File: src/rtl/branch_hazard_ctrl.sv
`default_nettype none
//------------------------------------------------------------------------------
// branch_hazard_ctrl
// Resolves beq/bne in ID and inserts the stalls that forwarding cannot cover.
// Drives the PC redirect, the IF/ID flush and the branch statistics counters.
// Revision: 1.0
//------------------------------------------------------------------------------
module branch_hazard_ctrl #(
    parameter int CNT_W = 16
) (
    input  logic             Clk,
    input  logic             Rst,
    input  logic             Branch_ID,
    input  logic             BranchNE,
    input  logic [4:0]       rs_ID,
    input  logic [4:0]       rt_ID,
    input  logic [4:0]       ID_EX_rd,
    input  logic             ID_EX_RegWrite,
    input  logic             ID_EX_MemRead,
    input  logic [4:0]       EX_MEM_rd,
    input  logic             EX_MEM_RegWrite,
    input  logic             EX_MEM_MemRead,
    input  logic             rs_MUX,
    input  logic             rt_MUX,
    input  logic [31:0]      rs_RF,
    input  logic [31:0]      rt_RF,
    input  logic [31:0]      EX_MEM_ALUResult,
    input  logic [31:0]      PC_plus4_ID,
    input  logic [31:0]      imm_ID,
    output logic             Stall,
    output logic             PCSrc,
    output logic             Flush_IFID,
    output logic [31:0]      BranchTarget,
    output logic [CNT_W-1:0] BranchCount,
    output logic [CNT_W-1:0] TakenCount,
    output logic [CNT_W-1:0] StallCount
);

    typedef enum logic [1:0] {
        RUN     = 2'd0,
        WAIT    = 2'd1,
        RESOLVE = 2'd2
    } state_t;

    localparam logic [CNT_W-1:0] C_CNT_ONE = {{(CNT_W-1){1'b0}}, 1'b1};
    localparam logic [CNT_W-1:0] C_CNT_MAX = {CNT_W{1'b1}};

    state_t           state_q, state_d;
    logic [CNT_W-1:0] branch_cnt_q, taken_cnt_q, stall_cnt_q;

    logic             w_rs_idex, w_rt_idex, w_rs_exmem, w_rt_exmem;
    logic             w_haz2, w_haz1;
    logic             w_stall, w_eval, w_taken;
    logic [31:0]      w_op_a, w_op_b;

    // A producer only matches when it writes a real register ($0 is hardwired).
    assign w_rs_idex  = ID_EX_RegWrite  && (ID_EX_rd  != 5'd0) && (rs_ID == ID_EX_rd);
    assign w_rt_idex  = ID_EX_RegWrite  && (ID_EX_rd  != 5'd0) && (rt_ID == ID_EX_rd);
    assign w_rs_exmem = EX_MEM_RegWrite && (EX_MEM_rd != 5'd0) && (rs_ID == EX_MEM_rd);
    assign w_rt_exmem = EX_MEM_RegWrite && (EX_MEM_rd != 5'd0) && (rt_ID == EX_MEM_rd);

    // An EX/MEM ALU producer is covered by forwarding, so only its load case stalls.
    assign w_haz2 = (w_rs_idex || w_rt_idex) && ID_EX_MemRead;
    assign w_haz1 = ((w_rs_idex || w_rt_idex) && !ID_EX_MemRead) ||
                    ((w_rs_exmem || w_rt_exmem) && EX_MEM_MemRead);

    always_comb begin
        state_d = state_q;
        w_stall = 1'b0;
        w_eval  = 1'b0;
        case (state_q)
            RUN: begin
                if (Branch_ID) begin
                    if (w_haz2) begin
                        w_stall = 1'b1;
                        state_d = WAIT;
                    end else if (w_haz1) begin
                        w_stall = 1'b1;
                        state_d = RESOLVE;
                    end else begin
                        w_eval  = 1'b1;
                    end
                end
            end
            WAIT: begin
                if (Branch_ID) begin
                    w_stall = 1'b1;
                    state_d = RESOLVE;
                end else begin
                    state_d = RUN;
                end
            end
            RESOLVE: begin
                w_eval  = Branch_ID;
                state_d = RUN;
            end
            default: state_d = RUN;
        endcase
        if (!Rst) begin
            w_stall = 1'b0;
            w_eval  = 1'b0;
        end
    end

    assign w_op_a  = rs_MUX ? EX_MEM_ALUResult : rs_RF;
    assign w_op_b  = rt_MUX ? EX_MEM_ALUResult : rt_RF;
    assign w_taken = w_eval && (BranchNE ? (w_op_a != w_op_b) : (w_op_a == w_op_b));

    assign Stall        = w_stall;
    assign PCSrc        = w_taken;
    assign Flush_IFID   = w_taken;
    assign BranchTarget = PC_plus4_ID + {imm_ID[29:0], 2'b00};
    assign BranchCount  = branch_cnt_q;
    assign TakenCount   = taken_cnt_q;
    assign StallCount   = stall_cnt_q;

    always_ff @(posedge Clk or negedge Rst) begin
        if (!Rst) begin
            state_q      <= RUN;
            branch_cnt_q <= '0;
            taken_cnt_q  <= '0;
            stall_cnt_q  <= '0;
        end else begin
            state_q <= state_d;
            if (w_eval && (branch_cnt_q != C_CNT_MAX)) begin
                branch_cnt_q <= branch_cnt_q + C_CNT_ONE;
            end
            if (w_taken && (taken_cnt_q != C_CNT_MAX)) begin
                taken_cnt_q <= taken_cnt_q + C_CNT_ONE;
            end
            if (w_stall && (stall_cnt_q != C_CNT_MAX)) begin
                stall_cnt_q <= stall_cnt_q + C_CNT_ONE;
            end
        end
    end

endmodule
`default_nettype wire

File: config.mk
export PLATFORM = sky130hd
export DESIGN_NAME = branch_hazard_ctrl
export DESIGN_NICKNAME = d
export VERILOG_FILES = /design/src/rtl/branch_hazard_ctrl.sv
export SDC_FILE = /design/constraint.sdc
export NUM_CORES = 1
export LEC_CHECK = 0
export CAP_MARGIN = 30
export CORE_UTILIZATION = 41
export DETAILED_ROUTE_END_ITERATION = 8
export HOLD_SLACK_MARGIN = 0.02
export PLACE_DENSITY_LB_ADDON = 0.3
export SLEW_MARGIN = 20
export SYNTH_ARGS = -nofsm -noshare
export SYNTH_HDL_FRONTEND = slang
export SYNTH_SLANG_ARGS = --single-unit
File: constraint.sdc
create_clock -name Clk -period 3.9 [get_ports Clk]
set_clock_uncertainty 0.1 [all_clocks]
set_input_delay 0.585 -clock Clk [delete_from_list [all_inputs] [get_ports Clk]]
set_output_delay 0.585 -clock Clk [all_outputs]
set_load 0.005 [all_outputs]
==> results of run 1 <==
synth_stat cells (all sizes together), types with 3 or more instances:
master | instances | area (um2)
xnor2 | 113 | 990
xor2 | 55 | 482
dfrtp | 50 | 1250
nand2 | 38 | 143
ha | 32 | 400
nand4 | 31 | 200
nor2 | 25 | 93.8
nand3 | 24 | 120
a21oi | 21 | 105
mux2i | 17 | 183
o21ai | 16 | 80.1
and3 | 15 | 93.8
inv | 15 | 56.3
nor3 | 12 | 60.1
a21o | 11 | 82.6
nor4 | 11 | 68.8
a211oi | 10 | 92.6
buf | 7 | 51.3
nor2b | 6 | 37.5
and4 | 5 | 43.8
mux2 | 5 | 56.3
o21bai | 4 | 30.0
a21boi | 3 | 33.8
a31oi | 3 | 25.0
and2 | 3 | 18.8
clkbuf | 3 | 11.3
o21a | 3 | 22.5
critical path: cells and delay by family:
kind | cells | cell delay, ns
AO/OA/AOI/OAI | 6 | 1.10
XOR/XNOR | 1 | 0.14
adder cells (fa/ha/maj) | 1 | 0.19
buffers and inverters | 3 | 0.77
AND/OR/NAND/NOR | 2 | 0.46
worst max path at each step:
| stage | cells after the start | from | to |
|---|---|---|---|
| 3_3_place_gp | 13 | PC_plus4_ID[3] | BranchTarget[27] |
| 3_5_place_dp | 13 | PC_plus4_ID[3] | BranchTarget[27] |
| 5_1_grt | 11 | imm_ID[13] | BranchTarget[22] |
| 6_report | 13 | imm_ID[13] | BranchTarget[28] |
| 2_1_floorplan | 12 | PC_plus4_ID[2] | BranchTarget[28] |
| 4_1_cts | 13 | imm_ID[6] | BranchTarget[27] |
registers in the layout (all words and copies together), names as in the netlist:
signal / count
BranchCount: 16
StallCount: 16
TakenCount: 16
state_q: 2
layout make-up:
type | count | share of cell area [%]
inverter | 15 | 0.616
tap | 168 | 2.30
sequential | 50 | 13.7
clock inverter | 3 | 0.260
multi-input combinational | 493 | 45.4
clock buffer | 5 | 1.37
timing repair buffer | 359 | 36.2
antenna | 5 | 0.137
through the flow:
step           std cells  hold WS (ns)  worst slack, ns  utilization (%)
2_1_floorplan        568         0.189            0.400                -
3_3_place_gp        1064         0.376           -0.650             70.0
3_5_place_dp        1064         0.384           -0.771             70.0
4_1_cts             1089        0.0770          0.00570             74.0
5_1_grt             1098        0.0930          -0.0637             75.8
6_report            1098        0.0784          -0.0218             75.8
report_power, final:
part           switching (uW)  leakage [uW]  total, uW  internal [uW]
Clock                     193     0.0000665        433            240
Sequential               87.2      0.000675        667            580
Combinational             482       0.00317       1200            720
Total                     763       0.00391       2300           1540
layer usage:
| layer | global-route usage (%) | share of wire (%) | vias to the layer above |
|---|---|---|---|
| met5 | 0 | 0 | - |
| met4 | 18.3 | 5.9 | 0 |
| met3 | 5.95 | 6.4 | 74 |
| met2 | 53.9 | 50 | 248 |
| met1 | 31.8 | 37 | 2795 |
| li1 | - | - | 2766 |
logic make-up (layout without fill, tap and decap cells):
logic type	after synthesis	after routing	synth area share, %
and+or+nand+nor	180	180	18.7
xor gates and xnor gates	168	168	28.9
AOI/OAI and AO/OA	90	90	12.6
DFF	50	50	24.6
adders and majority gates	33	33	8.26
buffers and inverters	25	382	2.33
muxes	22	22	4.69
other	0	5	0
timing repair:
item	in CTS	in global routing
gates resized for setup	108	60
gates cloned	0	0
pin swaps	41	31
endpoints found under the setup margin	24	18
setup buffers	18	5
==> run metrics, run 1 <==
crit path time final 3.92 ns; global-route wire length before repair 30400 um; I/O pin count 273; flop2flop setup slack 1.53 ns; clock-pin slew on the worst setup and hold paths 0.07 ns; Via Count between 5000 and 6000; Storage cell area around 1300 um2; critical-path cell list clkdlybuf4s50_1 -> ha_4 -> nor3_1 -> o211ai_1 -> and4_1 -> a211oi_4 -> o31ai_4 -> a211oi_2 -> buf_4 -> o21bai_1 -> a21oi_1 -> xnor2_1 -> buf_2; Synthesized Nets 791; number of global-route vias before repair 6125; warning count from the yosys run 0; CP arrival about 3.2 ns; leakage 0.00391 uW; Final Max Slew Viols 0; crit start category primary input; H-Tree Depth 2; 1st-iter DRT viols about 350; CTS Sinks 50; Final period util 101%; CTS Buffer Depth 2; drt wl/cell 18.2 um; Total Power 2300 uW; Worst VDD drop 0.260 mV; failing checks negative setup slack; antenna-violating nets left 0; Die Wd roughly 110 um; post-synthesis cell type count 57; register area share after synthesis 24.6%; HPWL Detailed 15700 um; Clock Latency Late Sink 0.29 ns; source of the worst register-to-register timing path TakenCount[4]$_DFFE_PN0P_; post-synthesis area per instance 8.97 um2; Post-DP Area ~8400 um2; post-route setup slack -0.0218 ns; status complete, but fails checks; Power per Cell Area 252 nW/um2; Port Buffers 266; critical path fanouts, max 3; slowest CP cell clkdlybuf4s50_1; Worst path max stage delay 0.46 ns; row cnt 40; total negative slack -0.0289 ns; Core Area 12100 um2; most common cell after layout, fill and taps aside clkdlybuf4s50_1; Netlist Area Pre-Place 5090 um2; Synth Instances 568; multi-input logic area ~4200 um2; gp weighted congestion around 0.98; initial core utilization 42.2%; layout cells sized above 1 19.6%; Fin. Hold Viols 0; Vias/cell 5.36; maxcap violations 0; Final Setup Violations 2; HP Class primary input to async pin; WS Path Type primary input to output port; reg2reg end TakenCount[6]$_DFFE_PN0P_; Die ar. 12900 um2; Area Overhead vs Synth 79.5%; Least-Margin Pin Slew 0.521 ns; largest net degree at the start of global routing slightly above 40; CTS tree done; number of synthesized flops with an enable pin 0; root buf cell clkbuf_16; Required @ worst endpoint 3.21 ns; Die Height 113 um; drt first pass iters 5; commonest cells after routing, fill and taps aside clkdlybuf4s50_1 (217), xnor2_1 (113), buf_4 (86); R2R cell count 10; total wire length approximately 20000 um; Slew headroom 65.2%; maximum clock rate 255 MHz; Seq cells post-synth 50; RSZ-0062 raised after global routing true; global route overflow 0; Finished Cell Area just over 9000 um2; filler cell count roughly 840; ys async rst share 100%; # hold bufs at CTS 0; initial antenna violation count 5; CTS buffer count 5; Overall Global Routing Usage about 30%; Worst setup EP type output port; Synth Flop Type dfrtp_1; layout net count 1147; DRC 0
Power figures use the tool's default switching activity.
==> run 2, diff against run 1 <==
Settings changed: CTS_BUF_LIST from default to sky130_fd_sc_hd__clkbuf_4 sky130_fd_sc_hd__clkbuf_8, SKIP_LAST_GASP from default to 1.
==> run 2 against run 1 <==
Against the previous run: the run still ends with negative setup slack left; setup slack worse by 0.040 ns; maximum frequency is 1.0% lower; highest routed layer unchanged; clock power fell by 28%; critical endpoint is now BranchTarget[27]; combinational power barely moved; total power down 5.5%.
==> run metrics, run 2 (same netlist as run 1, synthesis figures left out) <==
status complete, but fails checks; failing checks negative setup slack; total wire length 19900 um; Power per Cell Area 240 nW/um2; HP Class primary input to async pin; Placement Setup Slack -0.771 ns; gp weighted congestion about 0.98; non-filler cells, final roughly 1100; Storage cell area 1250 um2; Clock Latency Late Sink 0.31 ns; Die Height approximately 110 um; Required @ worst endpoint 3.21 ns; RSZ-0062 raised after global routing true; WS Path Type primary input to output port; reg2reg end TakenCount[6]$_DFFE_PN0P_; most common cell after layout, fill and taps aside clkdlybuf4s50_1; Die ar. between 10000 and 15000 um2; Port Buffers 266; maxcap violations 0; CP arrival 3.28 ns; Die Wd 113 um; root buf cell clkbuf_8; Core Area 12100 um2; filler cell count 859; number of global-route vias before repair 6112; 1st-iter DRT viols approximately 420; final core utilization around three quarters; R2R cell count 10; DRC 0; Placed Cells 1064; layout net count 1147; Area Overhead vs Synth 78.2%; CTS buffer count 5; source of the worst register-to-register timing path TakenCount[4]$_DFFE_PN0P_; initial core utilization between 40 and 50%; Final Max Slew Viols 0; global route overflow 0; # hold bufs at CTS 0; I/O pin count 273; leakage 0.00389 uW; Fin. Hold Viols 0; post-route setup slack -0.0616 ns; Vias/cell 5.35; maximum clock rate around 250 MHz; row cnt 40; crit path time final 3.96 ns; initial antenna violation count 5; HPWL Detailed ~16000 um; CTS Sinks 50; Via Count roughly 5900; Worst VDD drop 0.251 mV; Worst setup EP type output port; H-Tree Depth 2; Min Hold Slack about 0.051 ns; Final Setup Violations 5; global-route wire length before repair 30300 um; clock-pin slew on the worst setup and hold paths 0.10 ns; drt first pass iters 5; critical path fanouts, max 3; antenna-violating nets left 0; crit start category primary input; commonest cells after routing, fill and taps aside clkdlybuf4s50_1 (217), xnor2_1 (113), buf_4 (86); Slew headroom 65.8%; drt wl/cell approximately 18 um; Overall Global Routing Usage 29.7%; largest net degree at the start of global routing 41; layout cells sized above 1 19.6%; CTS Buffer Depth 2; Least-Margin Pin Slew 0.514 ns; Final period util 102%; Crit. Startpoint imm_ID[2]; CTS tree done; multi-input logic area between 4000 and 5000 um2; flop2flop setup slack between 1.5 and 2 ns
-- run 2: cell count changes in the layout (fill, tap and decap cells not counted) --
cell       delta
o311ai_4      -1
clkbuf_16     -5
o311ai_2      +1
clkbuf_8      +5
-- run 2: routing by layer --
layer	wire length, um	track usage [%]
met1	7440	31.7
met3	1290	6.11
met5	0	0
met2	9930	53.9
met4	1270	17.9
-- run 2: worst max-delay path, stage by stage --
cell	delay [ns]
dlygate4sd2_1	0.27
ha_4	0.26
o21ai_2	0.13
nor2_1	0.09
o311ai_2	0.43
a211oi_4	0.14
o31a_1	0.37
nor3_4	0.19
a221o_1	0.28
buf_4	0.14
nor2b_4	0.13
xnor2_1	0.12
buf_2	0.13
-- run 2: timing repair --
item                                    CTS  global route
endpoints found under the setup margin   24            18
setup buffers                            18             5
gates resized for setup                 108            59
pin swaps                                41            31
-- run 2: layout make-up --
type                            count  share of cell area, %
Timing Repair Buffer              359                   36.5
Multi-Input combinational cell    493                   45.6
Sequential cell                    50                   13.8
Tap cell                          168                   2.32
Clock buffer                        5                  0.758
Clock inverter                      3                  0.262
Antenna cell                        5                  0.138
Inverter                           15                  0.621
-- run 2: per-stage QoR --
stage	total power [uW]	instance area [um2]	TNS, ns
6_report	2180	9070	-0.188
5_1_grt	2300	9070	-0.527
4_1_cts	2120	8870	0
3_5_place_dp	1770	8440	-9.97
3_3_place_gp	1740	8440	-8.16
2_1_floorplan	1100	5090	0
-- run 2: worst max path at each step --
stage / endpoint / cells after the start
2_1_floorplan: BranchTarget[28] / 12
3_3_place_gp: BranchTarget[27] / 13
3_5_place_dp: BranchTarget[27] / 13
4_1_cts: BranchTarget[27] / 13
5_1_grt: BranchTarget[31] / 13
6_report: BranchTarget[27] / 13
-- run 2: report_power, final --
| group | internal (uW) | switching, uW |
|---|---|---|
| Sequential | 579 | 86.0 |
| Combinational | 720 | 480 |
| Clock | 129 | 182 |
